File: src/rtl/zpu_pkg.sv
// Shared types and constants for the ZPU memory path.
package zpu_pkg;

   localparam int MEM_AW  = 20;
   localparam int BYTE_AW = 22;

   typedef enum logic [1:0] {
      SIZE_BYTE = 2'd0,
      SIZE_HALF = 2'd1,
      SIZE_WORD = 2'd2
   } mem_size_t;

   typedef enum logic [2:0] {
      IDLE   = 3'd0,
      RD     = 3'd1,
      WR     = 3'd2,
      RMW_RD = 3'd3,
      RMW_WR = 3'd4,
      DONE   = 3'd5
   } mem_state_t;

endpackage

File: src/rtl/mem_access_lane_mux.sv
// lane_mux: big-endian lane extraction (zero-extended) and lane merge.
// Offset 0 is the most significant lane of the word.
module lane_mux
   import zpu_pkg::*;
(
   input  logic [31:0] i_word,
   input  logic [15:0] i_data,
   input  logic [1:0]  i_off,
   input  mem_size_t   i_size,
   output logic [31:0] o_extract,
   output logic [31:0] o_merge
);

   // Select the addressed lane for loads and splice store data into it for RMW.
   always_comb begin
      o_extract = i_word;
      o_merge   = i_word;
      case (i_size)
         SIZE_BYTE: begin
            case (i_off)
               2'd0: begin o_extract = {24'd0, i_word[31:24]}; o_merge[31:24] = i_data[7:0]; end
               2'd1: begin o_extract = {24'd0, i_word[23:16]}; o_merge[23:16] = i_data[7:0]; end
               2'd2: begin o_extract = {24'd0, i_word[15:8]};  o_merge[15:8]  = i_data[7:0]; end
               default: begin o_extract = {24'd0, i_word[7:0]}; o_merge[7:0] = i_data[7:0]; end
            endcase
         end
         SIZE_HALF: begin
            if (i_off[1] == 1'b0) begin
               o_extract      = {16'd0, i_word[31:16]};
               o_merge[31:16] = i_data;
            end else begin
               o_extract      = {16'd0, i_word[15:0]};
               o_merge[15:0]  = i_data;
            end
         end
         default: begin
            o_extract = i_word;
            o_merge   = i_word;
         end
      endcase
   end

endmodule

File: src/rtl/mem_access.sv
// mem_access: byte-addressed load/store unit in front of the 1M x 32 RAM.
// Sub-word stores use read-modify-write. Define ALIGN_CHECK_EN to fault
// misaligned requests instead of force-aligning them.
module mem_access
   import zpu_pkg::*;
(
   input  logic               clk,
   input  logic               reset_n,
   input  logic [BYTE_AW-1:0] i_addr,
   input  logic [1:0]         i_size,
   input  logic               i_read,
   input  logic               i_write,
   input  logic [31:0]        i_data,
   output logic [31:0]        o_data,
   output logic               o_done,
   output logic               o_busy,
   output logic               o_error,
   output logic [MEM_AW-1:0]  o_mem_addr,
   output logic               o_mem_read,
   output logic               o_mem_write,
   output logic [31:0]        o_mem_data,
   input  logic [31:0]        i_mem_data,
   input  logic               i_mem_done
);

   mem_state_t        r_state,     w_state_nxt;
   logic [MEM_AW-1:0] r_mem_addr,  w_mem_addr_nxt;
   logic [1:0]        r_off,       w_off_nxt;
   mem_size_t         r_size,      w_size_nxt;
   logic [15:0]       r_wdata,     w_wdata_nxt;
   logic [31:0]       r_data,      w_data_nxt;
   logic [31:0]       r_mem_data,  w_mem_data_nxt;
   logic              r_done,      w_done_nxt;
   logic              r_busy,      w_busy_nxt;
   logic              r_error,     w_error_nxt;
   logic              r_mem_read,  w_mem_read_nxt;
   logic              r_mem_write, w_mem_write_nxt;

   mem_size_t   w_req_size;
   logic [1:0]  w_req_off;
   logic        w_misalign;
   logic        w_accept;
   logic [31:0] w_extract;
   logic [31:0] w_merge;

   lane_mux u_lane_mux (
      .i_word    (i_mem_data),
      .i_data    (r_wdata),
      .i_off     (r_off),
      .i_size    (r_size),
      .o_extract (w_extract),
      .o_merge   (w_merge)
   );

   // Decode the incoming request: effective size, aligned offset, fault flag.
   always_comb begin
      case (i_size)
         2'd0: begin w_req_size = SIZE_BYTE; w_req_off = i_addr[1:0]; end
         2'd1: begin w_req_size = SIZE_HALF; w_req_off = {i_addr[1], 1'b0}; end
         default: begin w_req_size = SIZE_WORD; w_req_off = 2'b00; end
      endcase
`ifdef ALIGN_CHECK_EN
      case (i_size)
         2'd0:    w_misalign = 1'b0;
         2'd1:    w_misalign = i_addr[0];
         2'd2:    w_misalign = |i_addr[1:0];
         default: w_misalign = 1'b1;
      endcase
`else
      w_misalign = 1'b0;
`endif
   end

   // Next-state and next-output logic; strobes and o_done are single-cycle.
   always_comb begin
      w_state_nxt     = r_state;
      w_mem_addr_nxt  = r_mem_addr;
      w_off_nxt       = r_off;
      w_size_nxt      = r_size;
      w_wdata_nxt     = r_wdata;
      w_data_nxt      = r_data;
      w_mem_data_nxt  = r_mem_data;
      w_done_nxt      = 1'b0;
      w_error_nxt     = 1'b0;
      w_mem_read_nxt  = 1'b0;
      w_mem_write_nxt = 1'b0;
      w_accept        = 1'b0;

      case (r_state)
         IDLE, DONE: begin
            w_accept    = i_read | i_write;
            w_state_nxt = IDLE;
            if (w_accept) begin
               w_mem_addr_nxt = i_addr[BYTE_AW-1:2];
               w_off_nxt      = w_req_off;
               w_size_nxt     = w_req_size;
               w_wdata_nxt    = i_data[15:0];
               if (w_misalign) begin
                  w_state_nxt = DONE;
                  w_done_nxt  = 1'b1;
                  w_error_nxt = 1'b1;
               end else if (i_write) begin
                  if (w_req_size == SIZE_WORD) begin
                     w_state_nxt     = WR;
                     w_mem_write_nxt = 1'b1;
                     w_mem_data_nxt  = i_data;
                  end else begin
                     w_state_nxt    = RMW_RD;
                     w_mem_read_nxt = 1'b1;
                  end
               end else begin
                  w_state_nxt    = RD;
                  w_mem_read_nxt = 1'b1;
               end
            end else begin
               w_state_nxt = IDLE;
            end
         end
         RD: begin
            if (i_mem_done) begin
               w_data_nxt  = w_extract;
               w_state_nxt = DONE;
               w_done_nxt  = 1'b1;
            end else begin
               w_state_nxt = RD;
            end
         end
         RMW_RD: begin
            if (i_mem_done) begin
               w_mem_data_nxt  = w_merge;
               w_mem_write_nxt = 1'b1;
               w_state_nxt     = RMW_WR;
            end else begin
               w_state_nxt = RMW_RD;
            end
         end
         WR, RMW_WR: begin
            if (i_mem_done) begin
               w_state_nxt = DONE;
               w_done_nxt  = 1'b1;
            end else begin
               w_state_nxt = r_state;
            end
         end
         default: begin
            w_state_nxt = IDLE;
         end
      endcase

      w_busy_nxt = (w_state_nxt == RD) || (w_state_nxt == WR) ||
                   (w_state_nxt == RMW_RD) || (w_state_nxt == RMW_WR);
   end

   // State and output registers with synchronous active-low reset.
   always_ff @(posedge clk) begin
      if (!reset_n) begin
         r_state     <= IDLE;
         r_mem_addr  <= {MEM_AW{1'b0}};
         r_off       <= 2'b00;
         r_size      <= SIZE_BYTE;
         r_wdata     <= 16'd0;
         r_data      <= 32'd0;
         r_mem_data  <= 32'd0;
         r_done      <= 1'b0;
         r_busy      <= 1'b0;
         r_error     <= 1'b0;
         r_mem_read  <= 1'b0;
         r_mem_write <= 1'b0;
      end else begin
         r_state     <= w_state_nxt;
         r_mem_addr  <= w_mem_addr_nxt;
         r_off       <= w_off_nxt;
         r_size      <= w_size_nxt;
         r_wdata     <= w_wdata_nxt;
         r_data      <= w_data_nxt;
         r_mem_data  <= w_mem_data_nxt;
         r_done      <= w_done_nxt;
         r_busy      <= w_busy_nxt;
         r_error     <= w_error_nxt;
         r_mem_read  <= w_mem_read_nxt;
         r_mem_write <= w_mem_write_nxt;
      end
   end

   assign o_data      = r_data;
   assign o_done      = r_done;
   assign o_busy      = r_busy;
   assign o_error     = r_error;
   assign o_mem_addr  = r_mem_addr;
   assign o_mem_read  = r_mem_read;
   assign o_mem_write = r_mem_write;
   assign o_mem_data  = r_mem_data;

endmodule

File: config.mk
export PLATFORM = sky130hd
export DESIGN_NAME = mem_access
export DESIGN_NICKNAME = d
export VERILOG_FILES = /design/src/rtl/zpu_pkg.sv /design/src/rtl/mem_access_lane_mux.sv /design/src/rtl/mem_access.sv
export SDC_FILE = /design/constraint.sdc
export NUM_CORES = 1
export LEC_CHECK = 0
export ABC_AREA = 1
export BUFFER_PORTS_ARGS = -buffer_cell sky130_fd_sc_hd__buf_2
export CELL_PAD_IN_SITES_DETAIL_PLACEMENT = 1
export CELL_PAD_IN_SITES_GLOBAL_PLACEMENT = 1
export CORE_MARGIN = 4
export CORE_UTILIZATION = 32
export DETAILED_ROUTE_END_ITERATION = 10
export GPL_TIMING_DRIVEN = 0
export PLACE_DENSITY_LB_ADDON = 0.1
export SLEW_MARGIN = 20
export SYNTH_ARGS = -nofsm -noshare
export SYNTH_HDL_FRONTEND = slang
export SYNTH_SLANG_ARGS = --single-unit
File: constraint.sdc
create_clock -name clk -period 1.3 [get_ports clk]
set_input_delay 0.065 -clock clk [delete_from_list [all_inputs] [get_ports clk]]
set_output_delay 0.065 -clock clk [all_outputs]
set_load 0.01 [all_outputs]
==> flow_metrics.py <==
metrics = {
    "clock_tree": {
        "root_buffer": "clkbuf_16",
        "cts_buffers": 9,
        "cts.sinks": 111,
        "cts_tree": "built",
        "insertion_delay_ps": 370,
        "cts_buffer_depth": 2,
        "clk_pin_slew_ps": 80,
        "cts_max_level": 3,
    },
    "global_route": {
        "antenna_found_initial": 0,
        "track_usage_pct": 28.6,
        "grt_overflow": 0,
        "grt_max_degree": 18,
        "grt_pass1_vias": 7769,
        "grt_pass1_wl_um": 44200,
    },
    "worst_hold_path": {
        "hp-class": "primary input to register",
        "hp-start": "i_data[21]",
    },
    "placed_design": {
        "dp.cells": 1275,
        "hpwl_um": 20000,
        "portBuffers": 180,
        "pre_cts_ws_ps": -609,
        "place.gp.congestion": 0.930,
    },
    "finish": {
        "layout-drive-gt1-share_pct": 41.5,
        "fin_cells": 1393,
        "synthToLayoutAreaGrowth_pct": 67.7,
        "finalCoreUtilization_pct": 55.2,
        "nNetsFinal": 1256,
        "diodes": 0,
    },
    "pwr": {
        "power_frac_seq_pct": 31.6,
        "ir_drop_mv": 0.780,
        "pwr-share-comb_pct": 45.8,
        "p_sw_mw": 5.32,
        "p_clk_share_pct": 22.6,
        "switching_share_pct": 38.7,
        "power.leakage_nw": 4.48,
        "p_int_mw": 8.43,
        "powerDensity_nw_per_um2": 1430,
    },
    "timing": {
        "setup_slack_ps": -276,
        "max_freq_ghz": 0.635,
        "slew_headroom_pct": 29.4,
        "slew_viol_final": 0,
        "rsz0062_at_grt": "true",
        "skew_ps": 9.24,
        "setup-violations-final": 108,
        "hold_viol": 4,
        "fin_crit_sh_pct": 121,
        "hold_slack_ps": -9.16,
        "tightest_slew_ps": 1060,
        "min_period_ps": 1580,
        "fin_setup_tns_ps": -14710,
    },
    "floorplan": {
        "initial_utilization_pct": 32.9,
        "row_count": 48,
        "die_w_um": 142,
        "ios": 182,
        "design.core.area_um2": 17400,
        "die_area_um2": 20100,
        "die_y_um": 142,
    },
    "logic_synthesis": {
        "async_flop_share_pct": 0,
        "synth_edf_count": 0,
        "ys.flop_type": "dfxtp_1",
        "synth_cells": 870,
        "ys_top_cells_by_area": "dfxtp_1, nand2_1, o21ai_0, nand3_1, a21oi_1",
        "synth_area_per_cell_um2": 6.59,
        "yosysMostFrequentCell": "nand2_1",
        "yosysSeqAreaShare_pct": 38.8,
        "yosys_warnings": 0,
        "yosysTopAreaCell": "dfxtp_1",
        "syn_nets": 963,
        "yosysUniqueCellTypes": 33,
        "synth-seq-cells": 111,
        "synth.top_cell.area_share_pct": 38.8,
        "synth_common_cells": "nand2_1, dfxtp_1, nor2_1, o21ai_0, nand3_1",
        "syn-cell-area_um2": 5730,
    },
    "routing": {
        "wl_um": 30200,
        "wl_per_cell_um": 21.7,
        "final_antenna_net_count": 0,
        "viasPerCell": 5.37,
        "first_iter_violations": 526,
        "drt-pass1-iter-count": 5,
        "vias": 7477,
        "drc_errors": 0,
    },
    "setup_path": {
        "worst-setup-path-type": "register to register",
        "critPathLaunchType": "register",
        "crit_start": "r_state[2]",
        "slowest_delay_ps": 370,
        "cp.required_ps": 1520,
        "timing.rr.start": "r_state[2]",
        "cp_max_fo": 5,
        "critical_path_arrival_ps": 1800,
        "endpoint_kind": "register",
        "cp_cell_sequence": "buf_6 > nor2_4 > nand2_4 > buf_6 > a21oi_1 > nand3_1 > nand3_1 > a21oi_1",
        "cp_slowest_cell": "dfxtp_4",
        "crit_family": "simple AND/OR/NAND/NOR gates",
        "crit_buf_inv": 2,
    },
    "run_status": {
        "violations": "negative hold slack, negative setup slack",
        "status": "finished, violations left",
    },
    "flow_run": {
        "max_cap_viol_count": 0,
    },
}
layout by cell type, fill, tap and decap left out, types with 16 or more instances in the layout:
master / instances
a21oi_1: 42
a21oi_2: 29
buf_2: 183
buf_4: 34
buf_6: 30
clkbuf_16: 17
dfxtp_1: 106
dlygate4sd3_1: 39
inv_1: 70
nand2_1: 180
nand3_1: 66
nand3_2: 16
nor2_1: 80
o211ai_1: 19
o21ai_0: 35
o21ai_2: 36
or2_2: 16
repair_timing:
action	CTS	global route
pin swaps	38	33
buffers inserted	37	12
gates resized for setup	295	101
hold endpoints to repair	39	0
gates cloned	16	3
setup endpoints to repair	109	110
hold buffers	39	0
tightest hold or removal path: cells and delay by family:
family	cells	cell delay [ps]
AND/OR/NAND/NOR	3	150
buffers and inverters	2	120
per-layer routing:
metal,vias to the layer above,share of wire [%],global-route usage [%]
met1,3632,40,34.6
met4,0,4.0,12.1
met3,75,6.0,4.72
met5,-,0,0
li1,3469,-,-
met2,301,50,50.2
worst paths after layout:
kind	slack (ps)	cells past startpoint	endpoint
worst max register to register	-280	8	o_mem_data[12]
worst max-delay path	-280	8	o_mem_data[12]
worst min register to register	470	2	o_mem_data[22]
worst min-delay path	-9	5	o_mem_data[21]
per-stage QoR:
stage	area [µm²]	power, mW
after floorplan	5740	6.55
after global placement	6920	8.03
after detailed placement	6920	8.08
after CTS	9190	13.1
after global routing	9620	14.4
final	9620	13.7
power groups by stage:
| stage | logic, mW | clock network (mW) | registers (mW) |
|---|---|---|---|
| 5_1_grt | 6.71 | 3.27 | 4.41 |
| 4_1_cts | 5.69 | 3.13 | 4.30 |
| 3_3_place_gp | 3.70 | 0 | 4.33 |
| 2_1_floorplan | 2.09 | 0 | 4.46 |
| 3_5_place_dp | 3.74 | 0 | 4.34 |
| 6_report | 6.30 | 3.10 | 4.34 |
area by class of cell:
| class | count | area, µm² |
|---|---|---|
| fillers | 2162 | 7800 |
| multi-input cells | 622 | 3750 |
| flip-flops and latches | 111 | 2240 |
| repair buffers | 281 | 2050 |
| plain buffers | 54 | 602 |
| inverters | 82 | 350 |
| well taps | 225 | 282 |
| clock buffers | 11 | 233 |
| clock inverters | 5 | 81.3 |
| repair inverters | 2 | 22.5 |
logic make-up after synthesis:
kind of cell / Yosys count / share of synthesized area [%]
buf+inv: 138 / 10.4
other cells: 1 / 0.0654
simple gates: 405 / 30.4
compound gates: 215 / 20.4
flops: 111 / 38.8
registers in the layout, summed over array words and instances, names as in the netlist, 2 cells and up:
| signal | flops |
|---|---|
| o_data | 32 |
| o_mem_data | 32 |
| o_mem_addr | 20 |
| r_wdata | 16 |
| r_state | 3 |
| r_off | 2 |
| r_size | 2 |
Note: power is estimated with default switching activity, not from simulation.
